$ cat config.mk
export PLATFORM = sky130hd
export DESIGN_NAME = execute_muldiv_flat
export DESIGN_NICKNAME = d
export VERILOG_FILES = /design/src/rtl/execute_muldiv_if.sv /design/src/rtl/execute_muldiv.sv /design/src/flat_wrapper.sv
export SDC_FILE = /design/constraint.sdc
export NUM_CORES = 1
export LEC_CHECK = 0
export BUFFER_PORTS_ARGS = -buffer_cell sky130_fd_sc_hd__clkbuf_2
export CELL_PAD_IN_SITES_DETAIL_PLACEMENT = 2
export CELL_PAD_IN_SITES_GLOBAL_PLACEMENT = 2
export CORE_MARGIN = 1.5
export CORE_UTILIZATION = 31
export CTS_CLUSTER_SIZE = 10
export DETAILED_ROUTE_END_ITERATION = 10
export MAX_ROUTING_LAYER = met4
export PLACE_DENSITY = 0.87
export SYNTH_ARGS = -nofsm -noshare
export SYNTH_HDL_FRONTEND = slang
export SYNTH_SLANG_ARGS = --single-unit
$ cat constraint.sdc
create_clock -name clk -period 2.6 [get_ports clk]
set_input_delay 0.52 -clock clk [delete_from_list [all_inputs] [get_ports clk]]
set_output_delay 0.52 -clock clk [all_outputs]
set_load 0.005 [all_outputs]
$ cat src/rtl/execute_muldiv_if.sv
// execute_muldiv_if: EX-stage bundle for the iterative multiply/divide unit.
//   master : EX control side, drives the instruction, operands, forwarding
//            selects and flush, and receives stall/result/result_valid/div_zero.
//   slave  : the execute_muldiv unit itself.
// WIDTH sets the operand/result width and must match the unit's WIDTH.
interface execute_muldiv_if #(
  parameter int WIDTH = 16
);
  logic             in_valid;
  logic [1:0]       op;
  logic             op_signed;
  logic [WIDTH-1:0] srcA;
  logic [WIDTH-1:0] srcB;
  logic [1:0]       fwdA_sel;
  logic [1:0]       fwdB_sel;
  logic [WIDTH-1:0] XM_value;
  logic [WIDTH-1:0] MW_value;
  logic             flush;
  logic             stall;
  logic [WIDTH-1:0] result;
  logic             result_valid;
  logic             div_zero;

  modport master (
    output in_valid, op, op_signed, srcA, srcB, fwdA_sel, fwdB_sel,
           XM_value, MW_value, flush,
    input  stall, result, result_valid, div_zero
  );

  modport slave (
    input  in_valid, op, op_signed, srcA, srcB, fwdA_sel, fwdB_sel,
           XM_value, MW_value, flush,
    output stall, result, result_valid, div_zero
  );
endinterface

$ cat src/rtl/execute_muldiv.sv
// execute_muldiv: iterative radix-2 multiply / restoring divide for EX.
//   clk, rst : rising-edge clock, asynchronous active-high reset.
//   bus      : execute_muldiv_if.slave
//     in_valid/op/op_signed      instruction (00 MUL, 01 MULH, 10 DIV, 11 REM)
//     srcA/srcB, fwdA_sel/fwdB_sel, XM_value/MW_value  operand forwarding
//     flush                      discard in-flight or arriving operation
//     stall                      hold IF/ID/EX while accepting or busy
//     result/result_valid        one-cycle registered result strobe
//     div_zero                   qualifies result_valid: divisor was 0
// Optional feature: define MULDIV_SIGNED_EN to honour op_signed (magnitude
// conversion at accept, sign fix-up at completion). Without it every
// operation is unsigned.
module execute_muldiv #(
  parameter int WIDTH = 16,
  parameter int CNT_W = $clog2(WIDTH) + 1
) (
  input logic             clk,
  input logic             rst,
  execute_muldiv_if.slave bus
);

  typedef enum logic [1:0] {
    IDLE = 2'd0,
    BUSY = 2'd1,
    DONE = 2'd2
  } state_t;

  localparam logic [1:0] OP_MUL  = 2'b00;
  localparam logic [1:0] OP_MULH = 2'b01;
  localparam logic [1:0] OP_DIV  = 2'b10;

  state_t             state_q, state_d;
  logic [CNT_W-1:0]   cnt_q, cnt_d;
  logic [1:0]         op_q, op_d;
  // MUL/MULH: {product_hi, multiplier/product_lo}; DIV/REM: {rem, quot}
  logic [2*WIDTH-1:0] acc_q, acc_d;
  // multiplicand for MUL/MULH, divisor for DIV/REM
  logic [WIDTH-1:0]   opnd_q, opnd_d;
  logic               dz_q, dz_d;
  logic [WIDTH-1:0]   result_q, result_d;

  logic [WIDTH-1:0]   opa, opb;
  logic [WIDTH-1:0]   maga, magb;
  logic               accept;

  // Operand forwarding
  always_comb begin
    case (bus.fwdA_sel)
      2'b01:   opa = bus.XM_value;
      2'b10:   opa = bus.MW_value;
      default: opa = bus.srcA;
    endcase
    case (bus.fwdB_sel)
      2'b01:   opb = bus.XM_value;
      2'b10:   opb = bus.MW_value;
      default: opb = bus.srcB;
    endcase
  end

`ifdef MULDIV_SIGNED_EN
  logic neg_q, neg_d;
  logic sgn_op;

  assign sgn_op = bus.op_signed;

  always_comb begin
    maga = (sgn_op && opa[WIDTH-1]) ? -opa : opa;
    magb = (sgn_op && opb[WIDTH-1]) ? -opb : opb;
  end
`else
  logic unused_op_signed;

  assign unused_op_signed = bus.op_signed;
  assign maga = opa;
  assign magb = opb;
`endif

  assign accept = (state_q == IDLE) && bus.in_valid && !bus.flush;

  // One iteration step of the selected algorithm
  logic [WIDTH:0]     msum;
  logic [WIDTH:0]     rem_sh;
  logic [WIDTH:0]     trial;
  logic [2*WIDTH-1:0] acc_step;

  always_comb begin
    msum   = {1'b0, acc_q[2*WIDTH-1:WIDTH]} + (acc_q[0] ? {1'b0, opnd_q} : '0);
    rem_sh = {acc_q[2*WIDTH-1:WIDTH], acc_q[WIDTH-1]};
    trial  = rem_sh - {1'b0, opnd_q};
    if (!op_q[1]) begin
      // carry out of the add becomes the new MSB after the right shift
      acc_step = {msum, acc_q[WIDTH-1:1]};
    end else if (!trial[WIDTH]) begin
      acc_step = {trial[WIDTH-1:0], acc_q[WIDTH-2:0], 1'b1};
    end else begin
      acc_step = {rem_sh[WIDTH-1:0], acc_q[WIDTH-2:0], 1'b0};
    end
  end

  // Final result selection from the last iteration's value
  logic [2*WIDTH-1:0] prod_fin;
  logic [WIDTH-1:0]   quot_fin, rem_fin, final_res;

  always_comb begin
    prod_fin = acc_step;
    quot_fin = acc_step[WIDTH-1:0];
    rem_fin  = acc_step[2*WIDTH-1:WIDTH];
`ifdef MULDIV_SIGNED_EN
    if (neg_q) begin
      prod_fin = -acc_step;
      quot_fin = -acc_step[WIDTH-1:0];
      rem_fin  = -acc_step[2*WIDTH-1:WIDTH];
    end
`endif
    case (op_q)
      OP_MUL:  final_res = prod_fin[WIDTH-1:0];
      OP_MULH: final_res = prod_fin[2*WIDTH-1:WIDTH];
      // a zero divisor already leaves rem = |dividend|; only the quotient
      // needs forcing so the sign fix-up cannot disturb it
      OP_DIV:  final_res = dz_q ? '1 : quot_fin;
      default: final_res = rem_fin;
    endcase
  end

  // Next-state / datapath control
  always_comb begin
    state_d  = state_q;
    cnt_d    = cnt_q;
    op_d     = op_q;
    acc_d    = acc_q;
    opnd_d   = opnd_q;
    dz_d     = dz_q;
    result_d = '0;
`ifdef MULDIV_SIGNED_EN
    neg_d    = neg_q;
`endif
    case (state_q)
      IDLE: begin
        if (accept) begin
          state_d = BUSY;
          cnt_d   = CNT_W'(WIDTH);
          op_d    = bus.op;
          dz_d    = bus.op[1] && (opb == '0);
          if (bus.op[1]) begin
            acc_d  = {{WIDTH{1'b0}}, maga};
            opnd_d = magb;
          end else begin
            acc_d  = {{WIDTH{1'b0}}, magb};
            opnd_d = maga;
          end
`ifdef MULDIV_SIGNED_EN
          // remainder follows the dividend, everything else follows A ^ B
          neg_d = sgn_op && ((bus.op == 2'b11) ? opa[WIDTH-1]
                                               : (opa[WIDTH-1] ^ opb[WIDTH-1]));
`endif
        end
      end
      BUSY: begin
        if (bus.flush) begin
          state_d = IDLE;
        end else begin
          acc_d = acc_step;
          cnt_d = cnt_q - CNT_W'(1);
          if (cnt_q == CNT_W'(1)) begin
            state_d  = DONE;
            result_d = final_res;
          end
        end
      end
      DONE: begin
        state_d = IDLE;
      end
      default: begin
        state_d = IDLE;
      end
    endcase
  end

  always_ff @(posedge clk or posedge rst) begin
    if (rst) begin
      state_q  <= IDLE;
      cnt_q    <= '0;
      op_q     <= '0;
      acc_q    <= '0;
      opnd_q   <= '0;
      dz_q     <= 1'b0;
      result_q <= '0;
    end else begin
      state_q  <= state_d;
      cnt_q    <= cnt_d;
      op_q     <= op_d;
      acc_q    <= acc_d;
      opnd_q   <= opnd_d;
      dz_q     <= dz_d;
      result_q <= result_d;
    end
  end

`ifdef MULDIV_SIGNED_EN
  always_ff @(posedge clk or posedge rst) begin
    if (rst) begin
      neg_q <= 1'b0;
    end else begin
      neg_q <= neg_d;
    end
  end
`endif

  assign bus.stall        = accept || (state_q == BUSY);
  assign bus.result       = result_q;
  assign bus.result_valid = (state_q == DONE) && !bus.flush;
  assign bus.div_zero     = (state_q == DONE) && !bus.flush && dz_q;

endmodule
$ cat src/flat_wrapper.sv
// flat-port wrapper written by rule: the top's interface ports become plain ports
module execute_muldiv_flat 
#(
  parameter int WIDTH = 16,
  parameter int CNT_W = $clog2(WIDTH) + 1
)
  (clk, rst, bus_in_valid, bus_op, bus_op_signed, bus_srcA, bus_srcB, bus_fwdA_sel, bus_fwdB_sel, bus_XM_value, bus_MW_value, bus_flush, bus_stall, bus_result, bus_result_valid, bus_div_zero);
  execute_muldiv_if #(.WIDTH(WIDTH)) bus_i ();
  input logic clk;
  input logic rst;
  input wire logic [$bits(bus_i.in_valid)-1:0] bus_in_valid;
  input wire logic [$bits(bus_i.op)-1:0] bus_op;
  input wire logic [$bits(bus_i.op_signed)-1:0] bus_op_signed;
  input wire logic [$bits(bus_i.srcA)-1:0] bus_srcA;
  input wire logic [$bits(bus_i.srcB)-1:0] bus_srcB;
  input wire logic [$bits(bus_i.fwdA_sel)-1:0] bus_fwdA_sel;
  input wire logic [$bits(bus_i.fwdB_sel)-1:0] bus_fwdB_sel;
  input wire logic [$bits(bus_i.XM_value)-1:0] bus_XM_value;
  input wire logic [$bits(bus_i.MW_value)-1:0] bus_MW_value;
  input wire logic [$bits(bus_i.flush)-1:0] bus_flush;
  output wire logic [$bits(bus_i.stall)-1:0] bus_stall;
  output wire logic [$bits(bus_i.result)-1:0] bus_result;
  output wire logic [$bits(bus_i.result_valid)-1:0] bus_result_valid;
  output wire logic [$bits(bus_i.div_zero)-1:0] bus_div_zero;
  assign bus_i.in_valid = bus_in_valid;
  assign bus_i.op = bus_op;
  assign bus_i.op_signed = bus_op_signed;
  assign bus_i.srcA = bus_srcA;
  assign bus_i.srcB = bus_srcB;
  assign bus_i.fwdA_sel = bus_fwdA_sel;
  assign bus_i.fwdB_sel = bus_fwdB_sel;
  assign bus_i.XM_value = bus_XM_value;
  assign bus_i.MW_value = bus_MW_value;
  assign bus_i.flush = bus_flush;
  assign bus_stall = bus_i.stall;
  assign bus_result = bus_i.result;
  assign bus_result_valid = bus_i.result_valid;
  assign bus_div_zero = bus_i.div_zero;
  execute_muldiv #(.WIDTH(WIDTH), .CNT_W(CNT_W)) u_core (.clk(clk), .rst(rst), .bus(bus_i));
endmodule
# After elaboration in Yosys (flattened, before gate mapping)
# Cells that the tools add are included.
# op_classes
n_reduce_logical	14
mux	22
addsub	3
n_eq_ne	11
# op_table
op	count
32-bit two-way mux	4
16-bit two-way mux	7
16-bit case mux with 2 select lines	3
32-bit case mux with 2 select lines	1
16-bit by 17-bit adder with 17-bit output	1
17-bit by 16-bit subtractor with 17-bit output	1
16-bit zero test	1
5-bit two-way mux	2
5-bit case mux with 2 select lines	1
2-bit == test, second input constant	4
2-bit by 1-bit == test with 1-bit output, second input constant	3
2-bit two-way mux	3
5-bit by 1-bit == test with 1-bit output, second input constant	1
1-bit logical AND	5
5-bit by 1-bit subtractor with 5-bit output, second input constant	1
2-bit zero test	2
2-bit case mux with 2 select lines	1
2-bit AND reduction	2
3-bit by 2-bit != test with 1-bit output, second input constant	1
3-bit AND reduction	1
2-bit by 1-bit != test with 1-bit output, second input constant	1
2-bit != test, second input constant	1
2-bit nonzero test	1
1-bit zero test	1
1-bit logical OR	1
# totals
regBits	74
output_inout_bits	19

# Depth between registers and ports, before layout
# Gate-level depths: netlist of the first run.
# depth
ltp_word	8
depth_mapped	12

# Worst setup path before layout of the first run
# OpenSTA, ideal clock, no wires.
# synth_timing
path_kind	register -> register
start	register u_core.acc_q[15]
end	register u_core.result_q[0] (netlist: u_core.bus.result[0])
setup_slack_ps	-123
arrival_time_ps	2624
path_stages_with_launch	12
path_buffers	0
required_ps	2500
cell_sequence	dfrtp_1 inv_1 ha_1 inv_1 fa_1 a211o_2 a21oi_2 nor4_1 o211ai_4 nand3_4 a211o_1 a311oi_1
# synth_via
elab_chain_cells	8
# synth_lines
element	line_no	text
from (decl)	execute_muldiv.sv:36	logic [2*WIDTH-1:0] acc_q, acc_d;
from (signal assigned)	execute_muldiv.sv:184	acc_q <= '0;
from (signal assigned)	execute_muldiv.sv:192	acc_q <= acc_d;
17-bit by 16-bit subtractor with 17-bit output	execute_muldiv.sv:89	trial = rem_sh - {1'b0, opnd_q};
32-bit two-way mux (*)	execute_muldiv.sv:93	end else if (!trial[WIDTH]) begin
32-bit two-way mux (*)	execute_muldiv.sv:90	if (!op_q[1]) begin
16-bit two-way mux	execute_muldiv.sv:120	OP_DIV: final_res = dz_q ? '1 : quot_fin;
16-bit case mux with 2 select lines (*)	execute_muldiv.sv:115	case (op_q)
16-bit two-way mux (*)	execute_muldiv.sv:164	if (cnt_q == CNT_W'(1)) begin
16-bit two-way mux (*)	execute_muldiv.sv:159	if (bus.flush) begin
16-bit two-way mux (*)	execute_muldiv.sv:137	case (state_q)
net u_core.result_d[0]	execute_muldiv.sv:40	logic [WIDTH-1:0] result_q, result_d;
to (signal assigned)	execute_muldiv.sv:195	result_q <= result_d;
to (decl)	execute_muldiv.sv:40	
# The timed path passes the listed nets; every way through them passes the cells marked *.
# A chain may end at the register's enable or synchronous reset.

# Worst setup path after layout of the first run
# layout_timing
start	register u_core.acc_q[15]
end	register u_core.acc_q[17]
# layout_via
elab_chain_cells	5
# layout_lines
element	line_no
17-bit by 16-bit subtractor with 17-bit output	execute_muldiv.sv:89
32-bit two-way mux	execute_muldiv.sv:93
32-bit two-way mux	execute_muldiv.sv:90
32-bit two-way mux	execute_muldiv.sv:159
32-bit case mux with 2 select lines	execute_muldiv.sv:137
# Every way passes these cells. The select of a mux whose other input is x is not followed.

==> impl_metrics.yaml, run 1 <==
die:
  std_cell_rows: 52
  die-width_um: 147
  core_outline_area_um2: 20400
  design.die.area_um2: 21700
  top_level_ports: 94
  die_y_um: 147
  floorplan.initialDensity_pct: 31.8
sta:
  finalSetupViolCount: 33
  rsz0062_at_grt: "yes"
  finalHoldViolations: 0
  timing.final.crit_period_ps: 3170
  finClkSkew_ps: 9.87
  timing.max_slew.rel_slack_pct: 26.0
  worst_slew_pin_slew_ps: 1110
  finalCritPeriodShare_pct: 122
  whs_ps: 216
  final.setup.worst_slack_ps: -575
  slew_violations: 0
  setup_total_negative_slack_ps: -14460
  max_clock_freq_mhz: 315
min_path:
  hold_class: "primary input to asynchronous set/reset pin"
route:
  routed-via-count: 8081
  routedWlPerCell_um: 30.5
  dr.pass1.iters: 6
  antenna_violating_nets_post_route: 0
  iteration_0_drc_count_of_the_detailed_router: 637
  wl_mm: 39.5
  routed_via_density: 6.23
  post-route-drc-count: 0
power_and_ir_drop:
  switching_power_mw: 6.85
  p_int_mw: 6.39
  power_density_nw_per_um2: 1400
  p_sw_share_pct: 51.7
  clock_power_share_pct: 10.4
  ir_drop_uv: 590
  cell_leakage_power_nw: 4.24
  p_comb_share_pct: 75.2
  power_frac_seq_pct: 14.4
global_routing:
  first_global_vias: 8717
  number_of_antenna_violations_at_the_first_check_in_global_routing: 0
  grt_pass1_wl_mm: 53.0
  grt_start_max_net_pins: 44
  grtUsageTotal_pct: 33.4
  global_route_overflow: 0
setup_path:
  startpoint_type: "flip-flop"
  timing.rr.start: "u_core.acc_q[15]$_DFFE_PP0P_"
  r2r_cells: 13
  worst_setup_endpoint: "u_core.acc_q[17]$_DFFE_PP0P_"
  worstSetupStartpoint: "u_core.acc_q[15]$_DFFE_PP0P_"
  setup.worst_path.end_class: "flip-flop"
  r2r_setup_slack_ps: -570
  crit_path_class: "flip-flop to flip-flop"
  crit_arrival_ps: 3420
  worst_ep_required_time_ps: 2850
  reg2reg_to: "u_core.acc_q[17]$_DFFE_PP0P_"
  crit_path_max_fanout: 5
cts:
  clock_tree.htree_level_count: 3
  cts.root.buffer_cell: "sky130_fd_sc_hd__clkbuf_16"
  cts_max_path_buffers: 2
  tritoncts.num_buffers: 9
  tritoncts: "done"
  cts.clk_slew.worst_paths_ps: 70
  insertion_delay_ps: 380
  clock-sinks: 74
placed_design:
  buffer_ports.inserted: 92
  gp_congestion: 0.937
  post-place-cells: 1244
  place.detailed.hpwl_mm: 23.6
logic_synthesis:
  synthesis.instances: 805
  synthesis.area_per_instance_um2: 8.04
  synthTopCellsByArea: "sky130_fd_sc_hd__dfrtp_1 29%, sky130_fd_sc_hd__ha_1 7.4%, sky130_fd_sc_hd__a21oi_1 5.6%"
  synth.distinct_cells: 77
  synth_enable_flop_cells: 0
  synth_seq_cells: 74
  mappedNetlistNets: 920
  area_of_the_mapped_netlist_um2: 6470
  synth.top_cell.area_share_pct: 28.6
  synth_ff_type: "sky130_fd_sc_hd__dfrtp_1"
  synthesis.yosys.warnings: 0
  async_flop_share_pct: 100
  top_cell_type_by_total_area_after_synthesis: "sky130_fd_sc_hd__dfrtp_1"
  ys_seq_area_share_pct: 28.6
finish:
  fillCellCount: 2174
  drive_gt1_share_pct: 39.0
  instances_no_fill: 1297
  final_nets: 1137
  layout.cells.most_common: "sky130_fd_sc_hd__buf_4"
  final_cell_mix: "147 x sky130_fd_sc_hd__buf_4, 92 x sky130_fd_sc_hd__clkbuf_2, 71 x sky130_fd_sc_hd__dfrtp_1"
  antennaDiodeCount: 0
  area_delta_synth_final_pct: 46.5
  multi_input_area_um2: 5040
  final-seq-area_um2: 1860
job:
  max-cap-violations: 0
status:
  run_status: "finished with violations"
  violations_in_the_final_reports: "negative setup slack"
==> routing by layer <==
metal / track usage [%] / up-vias / wire length [um]
li1: - / 3400 / -
met1: 36.0 / 4041 / 14700
met2: 57.6 / 458 / 19200
met3: 6.20 / 182 / 2990
met4: 19.1 / 0 / 2610
met5: - / - / 0
==> registers in the layout, summed over array words and instances, names as in the netlist <==
signal / count
u_core.dz_q: 1
u_core.cnt_q: 5
u_core.opnd_q: 16
u_core.bus.result: 16
u_core.acc_q: 32
u_core.state_q: 2
u_core.op_q: 2
==> how the worst min path moves through the flow <==
stage	endpoint	slack, ps	cells past startpoint
4_1_cts	u_core.bus.result[13]$_DFF_PP0_	220	2
3_3_place_gp	u_core.acc_q[14]$_DFFE_PP0P_	490	2
3_5_place_dp	u_core.acc_q[1]$_DFFE_PP0P_	510	2
2_1_floorplan	u_core.acc_q[1]$_DFFE_PP0P_	460	2
5_1_grt	u_core.acc_q[26]$_DFFE_PP0P_	250	2
6_report	u_core.acc_q[26]$_DFFE_PP0P_	220	2
==> critical path, stage by stage, from the launching register on <==
cell,delay (ps)
sky130_fd_sc_hd__dfrtp_1,400
sky130_fd_sc_hd__inv_2,90
sky130_fd_sc_hd__ha_4,140
sky130_fd_sc_hd__inv_2,50
sky130_fd_sc_hd__fa_2,360
sky130_fd_sc_hd__a211o_4,360
sky130_fd_sc_hd__a21oi_4,290
sky130_fd_sc_hd__or4b_4,240
sky130_fd_sc_hd__a21boi_4,100
sky130_fd_sc_hd__nor3_4,250
sky130_fd_sc_hd__buf_6,200
sky130_fd_sc_hd__buf_12,120
sky130_fd_sc_hd__a31oi_4,80
sky130_fd_sc_hd__a31oi_1,340
==> cell type report <==
| class | count | area share, % |
|---|---|---|
| clock buffers | 9 | 2.38 |
| clock inverters | 7 | 0.740 |
| inverters | 39 | 1.56 |
| multi-input cells | 642 | 53.2 |
| flip-flops and latches | 74 | 19.6 |
| well taps | 270 | 3.57 |
| repair buffers | 256 | 19.0 |
==> synthesized netlist by cell type (all sizes together), types with 4 or more instances <==
| cell type | number |
|---|---|
| a21o | 12 |
| o21a | 4 |
| xor2 | 5 |
| nor2 | 68 |
| buf | 11 |
| a31oi | 23 |
| a22oi | 34 |
| nand3b | 4 |
| and2 | 18 |
| mux2 | 9 |
| or3 | 5 |
| a211oi | 14 |
| xnor2 | 13 |
| o31ai | 5 |
| mux2i | 34 |
| nor3 | 11 |
| nor2b | 7 |
| o21ai | 72 |
| nor4 | 9 |
| dfrtp | 74 |
| nand4 | 10 |
| o211ai | 17 |
| nand2b | 19 |
| a211o | 5 |
| a21oi | 73 |
| ha | 38 |
| nand3 | 14 |
| inv | 37 |
| and3 | 5 |
| nand2 | 67 |
| clkbuf | 39 |
==> power groups by stage <==
stage               sequential (mW)  combinational (mW)  clock [mW]
floorplan                      1.70                3.74           0
global placement               1.76                5.87           0
detailed placement             1.81                6.41           0
CTS                            1.81                7.64        1.32
global route                   1.90                10.2        1.42
finish                         1.90                9.95        1.38
==> metrics by stage <==
stage / setup slack (ps) / util, % / total power, mW / instance area (um^2)
final: -575 / 46.5 / 13.2 / 9470
after global routing: -587 / 46.5 / 13.5 / 9470
after CTS: -243 / 44.0 / 10.8 / 8960
after detailed placement: -394 / 39.8 / 8.22 / 8100
after global placement: -202 / 39.8 / 7.63 / 8100
after floorplan: 0.903 / - / 5.44 / 6520
==> cell families (layout without fill, tap and decap cells) <==
family | after synthesis | after routing | synth area share (%)
simple gates | 249 | 249 | 19.3
compound gates | 292 | 292 | 29.2
mux | 43 | 43 | 6.83
fa+ha+maj | 40 | 40 | 7.97
buf+inv | 89 | 311 | 5.63
flops | 74 | 74 | 28.6
xor+xnor | 18 | 18 | 2.44
==> repair_timing <==
item	in CTS	in global routing
pin swaps	56	45
resized for setup	95	58
endpoints found under the setup margin	33	33
hold buffers	0	0
gates cloned	0	0
setup buffers	13	26
No activity file was read; power rests on OpenSTA's default activity.
==> run 2, diff against run 1 <==
--- a/config.mk
+++ b/config.mk
@@ -5,6 +5,7 @@
 export SDC_FILE = /design/constraint.sdc
 export NUM_CORES = 1
 export LEC_CHECK = 0
+export ABC_CLOCK_PERIOD_IN_PS = 2600
 export BUFFER_PORTS_ARGS = -buffer_cell sky130_fd_sc_hd__clkbuf_2
 export CELL_PAD_IN_SITES_DETAIL_PLACEMENT = 2
 export CELL_PAD_IN_SITES_GLOBAL_PLACEMENT = 2
@@ -14,6 +15,7 @@
 export DETAILED_ROUTE_END_ITERATION = 10
 export MAX_ROUTING_LAYER = met4
 export PLACE_DENSITY = 0.87
+export SETUP_SLACK_MARGIN = 0.15
 export SYNTH_ARGS = -nofsm -noshare
 export SYNTH_HDL_FRONTEND = slang
 export SYNTH_SLANG_ARGS = --single-unit
==> impl_metrics.yaml, run 2 (synthesized netlist as in run 1, its figures left out) <==
status:
  run_status: "finished with violations"
  violations_in_the_final_reports: "negative setup slack"
setup_path:
  reg2reg_to: "u_core.bus.result[8]$_DFF_PP0_"
  setup.worst_path.end_class: "flip-flop"
  timing.rr.start: "u_core.opnd_q[0]$_DFFE_PP0P_"
  startpoint_type: "flip-flop"
  r2r_setup_slack_ps: -740
  crit_arrival_ps: 3600
  r2r_cells: 11
  worst_ep_required_time_ps: 2860
  crit_path_max_fanout: 4
  crit_path_class: "flip-flop to flip-flop"
finish:
  final_nets: 1111
  final_design_area_no_fill_um2: 9040
  layout.cells.most_common: "sky130_fd_sc_hd__buf_4"
  antennaDiodeCount: 0
  area_delta_synth_final_pct: 39.7
  drive_gt1_share_pct: 34.4
  top_register: "u_core.acc_q"
  final_cell_mix: "120 x sky130_fd_sc_hd__buf_4, 92 x sky130_fd_sc_hd__clkbuf_2, 74 x sky130_fd_sc_hd__dfrtp_1"
  largest_reg_flops: 32
  instances_no_fill: 1270
cts:
  tritoncts: "done"
  cts.root.buffer_cell: "sky130_fd_sc_hd__clkbuf_16"
  clock_tree.htree_level_count: 3
  insertion_delay_ps: 370
  cts.clk_slew.worst_paths_ps: 60
  cts_max_path_buffers: 2
  clock-sinks: 74
  tritoncts.num_buffers: 9
placed_design:
  post-place-cells: 1238
  buffer_ports.inserted: 92
  place.detailed.hpwl_mm: 23.0
  gp_congestion: 0.890
  dp_slack_ps: -455
  placement.cell_area_um2: 8060
route:
  antenna_violating_nets_post_route: 0
  wl_mm: 37.5
  dr.pass1.iters: 5
  routed_via_density: 6.28
  routedWlPerCell_um: 29.5
  routed-via-count: 7972
  post-route-drc-count: 0
  iteration_0_drc_count_of_the_detailed_router: 673
die:
  floorplan.initialDensity_pct: 31.8
  design.die.area_um2: 21700
  die_y_um: 147
  top_level_ports: 94
  std_cell_rows: 52
  core_outline_area_um2: 20400
  die-width_um: 147
global_routing:
  global_route_overflow: 0
  grt_pass1_wl_mm: 53.1
  grt_start_max_net_pins: 44
  first_global_vias: 8746
  grtUsageTotal_pct: 33.3
  number_of_antenna_violations_at_the_first_check_in_global_routing: 0
sta:
  finClkSkew_ps: 9.93
  finalCritPeriodShare_pct: 128
  slew_violations: 0
  finalSetupViolCount: 33
  final.setup.worst_slack_ps: -740
  timing.max_slew.rel_slack_pct: 16.8
  worst_slew_pin_slew_ps: 1250
  finalHoldViolations: 0
  rsz0062_at_grt: "yes"
  timing.final.crit_period_ps: 3340
  max_clock_freq_mhz: 299
power_and_ir_drop:
  design_power_total_mw: 12.4
  ir_drop_uv: 512
  power_density_nw_per_um2: 1380
  cell_leakage_power_nw: 4.09
job:
  max-cap-violations: 0
min_path:
  hold_class: "primary input to asynchronous set/reset pin"
## run 2: changes by cell type in the layout (fill, tap and decap cells not counted), moves of 6 or more
| cell | delta |
|---|---|
| sky130_fd_sc_hd__buf_4 | -27 |
| sky130_fd_sc_hd__a31oi_1 | +9 |
| sky130_fd_sc_hd__a31oi_4 | -7 |
| sky130_fd_sc_hd__ha_4 | -6 |
## run 2: worst max-delay path by stage
| stage | endpoint | from |
|---|---|---|
| 2_1_floorplan | u_core.bus.result[0]$_DFF_PP0_ | u_core.acc_q[22]$_DFFE_PP0P_ |
| 3_3_place_gp | u_core.bus.result[7]$_DFF_PP0_ | u_core.acc_q[0]$_DFFE_PP0P_ |
| 3_5_place_dp | u_core.bus.result[13]$_DFF_PP0_ | u_core.opnd_q[0]$_DFFE_PP0P_ |
| 4_1_cts | u_core.bus.result[13]$_DFF_PP0_ | u_core.opnd_q[0]$_DFFE_PP0P_ |
| 5_1_grt | u_core.bus.result[8]$_DFF_PP0_ | u_core.opnd_q[0]$_DFFE_PP0P_ |
| 6_report | u_core.bus.result[8]$_DFF_PP0_ | u_core.opnd_q[0]$_DFFE_PP0P_ |
## run 2: cell type report
class	count	area [um^2]
multi-input combinational	642	4780
timing repair buffer	230	1610
inverter	39	148
sequential	74	1850
tap	270	338
clock buffer	10	229
clock inverter	5	80.1
fill	2223	11300
## run 2: power breakdown
group | switching, mW | internal [mW]
combinational | 5.46 | 3.69
clock | 0.578 | 0.835
sequential | 0.404 | 1.47
total | 6.44 | 6.00
## run 2: timing repair
action,4_1_cts,5_1_grt
setup endpoints to repair,33,34
buffers inserted,6,11
hold buffers,0,0
resized for setup,61,51
pin swaps,27,33
endpoints found under the hold margin,0,0
## run 2: critical path, stage by stage, from the launching register on
cell	delay (ps)
sky130_fd_sc_hd__dfrtp_1	460
sky130_fd_sc_hd__ha_2	230
sky130_fd_sc_hd__inv_2	50
sky130_fd_sc_hd__fa_2	380
sky130_fd_sc_hd__a211o_4	350
sky130_fd_sc_hd__a21oi_4	250
sky130_fd_sc_hd__or4b_4	240
sky130_fd_sc_hd__a21boi_4	110
sky130_fd_sc_hd__buf_6	150
sky130_fd_sc_hd__nor4_2	500
sky130_fd_sc_hd__a31oi_1	180
sky130_fd_sc_hd__a31oi_1	320
## run 2: per-stage QoR
stage	utilization, %	hold WS, ps	TNS, ps
floorplan	-	458	0
global placement	39.6	486	-2840
finish	44.4	236	-16300
CTS	42.7	231	-7270
global route	44.4	281	-17220
detailed placement	39.6	510	-7940
## run 2: metal layers
metal / GRT usage, % / part of all wire, %
met1: 36.8 / 38
met2: 56.4 / 48
met3: 5.93 / 7.1
met4: 19.5 / 7.2
met5: - / 0
==> run 3, diff against run 2 <==
--- a/config.mk
+++ b/config.mk
@@ -9,8 +9,10 @@
 export BUFFER_PORTS_ARGS = -buffer_cell sky130_fd_sc_hd__clkbuf_2
 export CELL_PAD_IN_SITES_DETAIL_PLACEMENT = 2
 export CELL_PAD_IN_SITES_GLOBAL_PLACEMENT = 2
+export CORE_ASPECT_RATIO = 1.25
 export CORE_MARGIN = 1.5
 export CORE_UTILIZATION = 31
+export CTS_CLUSTER_DIAMETER = 40
 export CTS_CLUSTER_SIZE = 10
 export DETAILED_ROUTE_END_ITERATION = 10
 export MAX_ROUTING_LAYER = met4
==> constraint.sdc (replaced) <==
create_clock -name clk -period 2.6 [get_ports clk]
set_input_delay 0.65 -clock clk [delete_from_list [all_inputs] [get_ports clk]]
set_output_delay 0.65 -clock clk [all_outputs]
set_load 0.005 [all_outputs]
==> impl_metrics.yaml, run 3 (synthesized netlist as in run 1, its figures left out) <==
cts:
  tritoncts: "done"
  cts.clk_slew.worst_paths_ps: 70
  clock_tree.htree_level_count: 3
  clock-sinks: 74
  cts_max_path_buffers: 2
  tritoncts.num_buffers: 9
  cts.root.buffer_cell: "sky130_fd_sc_hd__clkbuf_16"
  insertion_delay_ps: 380
  postCtsHoldBufs: 0
route:
  routed-via-count: 8323
  routed_via_density: 6.46
  routedWlPerCell_um: 32.1
  iteration_0_drc_count_of_the_detailed_router: 630
  antenna_violating_nets_post_route: 0
  post-route-drc-count: 0
  wl_mm: 41.3
  dr.pass1.iters: 5
setup_path:
  crit_path_max_fanout: 3
  timing.rr.start: "u_core.opnd_q[4]$_DFFE_PP0P_"
  crit_arrival_ps: 3300
  worstPathCellList: "inv_1 > ha_1 > nand4_1 > a211oi_2 > nor4_1 > a2111oi_2 > buf_4 > a311oi_4 > a31oi_2 > a31oi_1"
  critPathBufInv: 2
  critical_path.max_stage_delay_ps: 520
  crit_path_class: "flip-flop to flip-flop"
  worst_ep_required_time_ps: 2830
  worstSetupStartpoint: "u_core.opnd_q[4]$_DFFE_PP0P_"
  setup.worst_path.end_class: "flip-flop"
  startpoint_type: "flip-flop"
  crit_path_top_delay_cell: "sky130_fd_sc_hd__a211oi_2"
  critical_path.top_delay_family: "compound AO/OA/AOI/OAI gates"
finish:
  layout.cells.most_common: "sky130_fd_sc_hd__buf_4"
  antennaDiodeCount: 0
  finalCoreUtilization_pct: 45.9
  largest_reg_flops: 32
  drive_gt1_share_pct: 36.8
  final_nets: 1128
  area_delta_synth_final_pct: 44.2
  instances_no_fill: 1288
  top_register: "u_core.acc_q"
  final_cell_mix: "140 x sky130_fd_sc_hd__buf_4, 92 x sky130_fd_sc_hd__clkbuf_2, 73 x sky130_fd_sc_hd__dfrtp_1"
global_routing:
  number_of_antenna_violations_at_the_first_check_in_global_routing: 0
  grt_start_max_net_pins: 38
  first_global_vias: 9195
  global_route_overflow: 0
  grtUsageTotal_pct: 38.1
  grt_pass1_wl_mm: 60.1
sta:
  rsz0062_at_grt: "yes"
  setup_total_negative_slack_ps: -11730
  whs_ps: 264
  timing.final.crit_period_ps: 3070
  finalSetupViolCount: 33
  worst_slew_pin_slew_ps: 1100
  slew_violations: 0
  max_clock_freq_mhz: 326
  final.setup.worst_slack_ps: -469
  timing.max_slew.rel_slack_pct: 26.8
  finalCritPeriodShare_pct: 118
  finalHoldViolations: 0
  finClkSkew_ps: 13.2
die:
  core_outline_area_um2: 20300
  floorplan.initialDensity_pct: 31.8
  die-width_um: 132
  design.die.area_um2: 21700
  die_y_um: 165
  top_level_ports: 94
  std_cell_rows: 58
placed_design:
  gp_congestion: 0.931
  post-place-cells: 1251
  buffer_ports.inserted: 92
  dp_slack_ps: -498
  place.detailed.hpwl_mm: 23.9
min_path:
  hold_class: "primary input to asynchronous set/reset pin"
status:
  run_status: "finished with violations"
  violations_in_the_final_reports: "negative setup slack"
power_and_ir_drop:
  ir_drop_uv: 402
  power_density_nw_per_um2: 1380
  cell_leakage_power_nw: 4.17
job:
  max-cap-violations: 0
==> run 3: path summary, 6_finish.rpt <==
kind | to | slack, ps | cells after the start
worst max-delay path | u_core.bus.result[9]$_DFF_PP0_ | -470 | 10
worst min-delay path | u_core.opnd_q[11]$_DFFE_PP0P_ | 260 | 2
worst max register to register | u_core.bus.result[9]$_DFF_PP0_ | -470 | 10
worst min register to register | u_core.cnt_q[4]$_DFFE_PP0P_ | 580 | 2
max in group asynchronous | u_core.acc_q[21]$_DFFE_PP0P_ | 1610 | 3
min in group clk | u_core.op_q[0]$_DFFE_PP0P_ | 510 | 3
==> run 3: cell type report <==
cell class / instances / area, um^2
Timing Repair Buffer: 247 / 1720
Clock buffer: 10 / 229
Tap cell: 270 / 338
Inverter: 39 / 150
Clock inverter: 6 / 115
Fill cell: 2189 / 11000
Multi-Input combinational cell: 642 / 4930
Sequential cell: 74 / 1850
==> run 3: per-stage QoR <==
step	cell area (um^2)	total power, mW
2_1_floorplan	6540	5.49
3_3_place_gp	8180	7.70
3_5_place_dp	8180	8.32
4_1_cts	9070	11.3
5_1_grt	9330	13.1
6_report	9330	12.8
==> run 3: what timing repair did <==
item	4_1_cts	5_1_grt
setup endpoints to repair	34	35
buffers inserted	15	6
gates resized for setup	86	42
pin swaps	31	24
cloned	0	0
==> run 3: metal layers <==
layer | GRT usage (%) | vias up | wire length [um]
met3 | 5.65 | 217 | 2660
met1 | 40.9 | 4237 | 15300
met4 | 26.3 | 0 | 3210
met2 | 65.3 | 481 | 20100
met5 | - | - | 0
li1 | - | 3388 | -
==> run 3: report_power, final <==
group,internal [mW],switching (mW),total (mW)
registers,1.47,0.440,1.91
logic,3.76,5.60,9.36
clock network,0.942,0.628,1.57
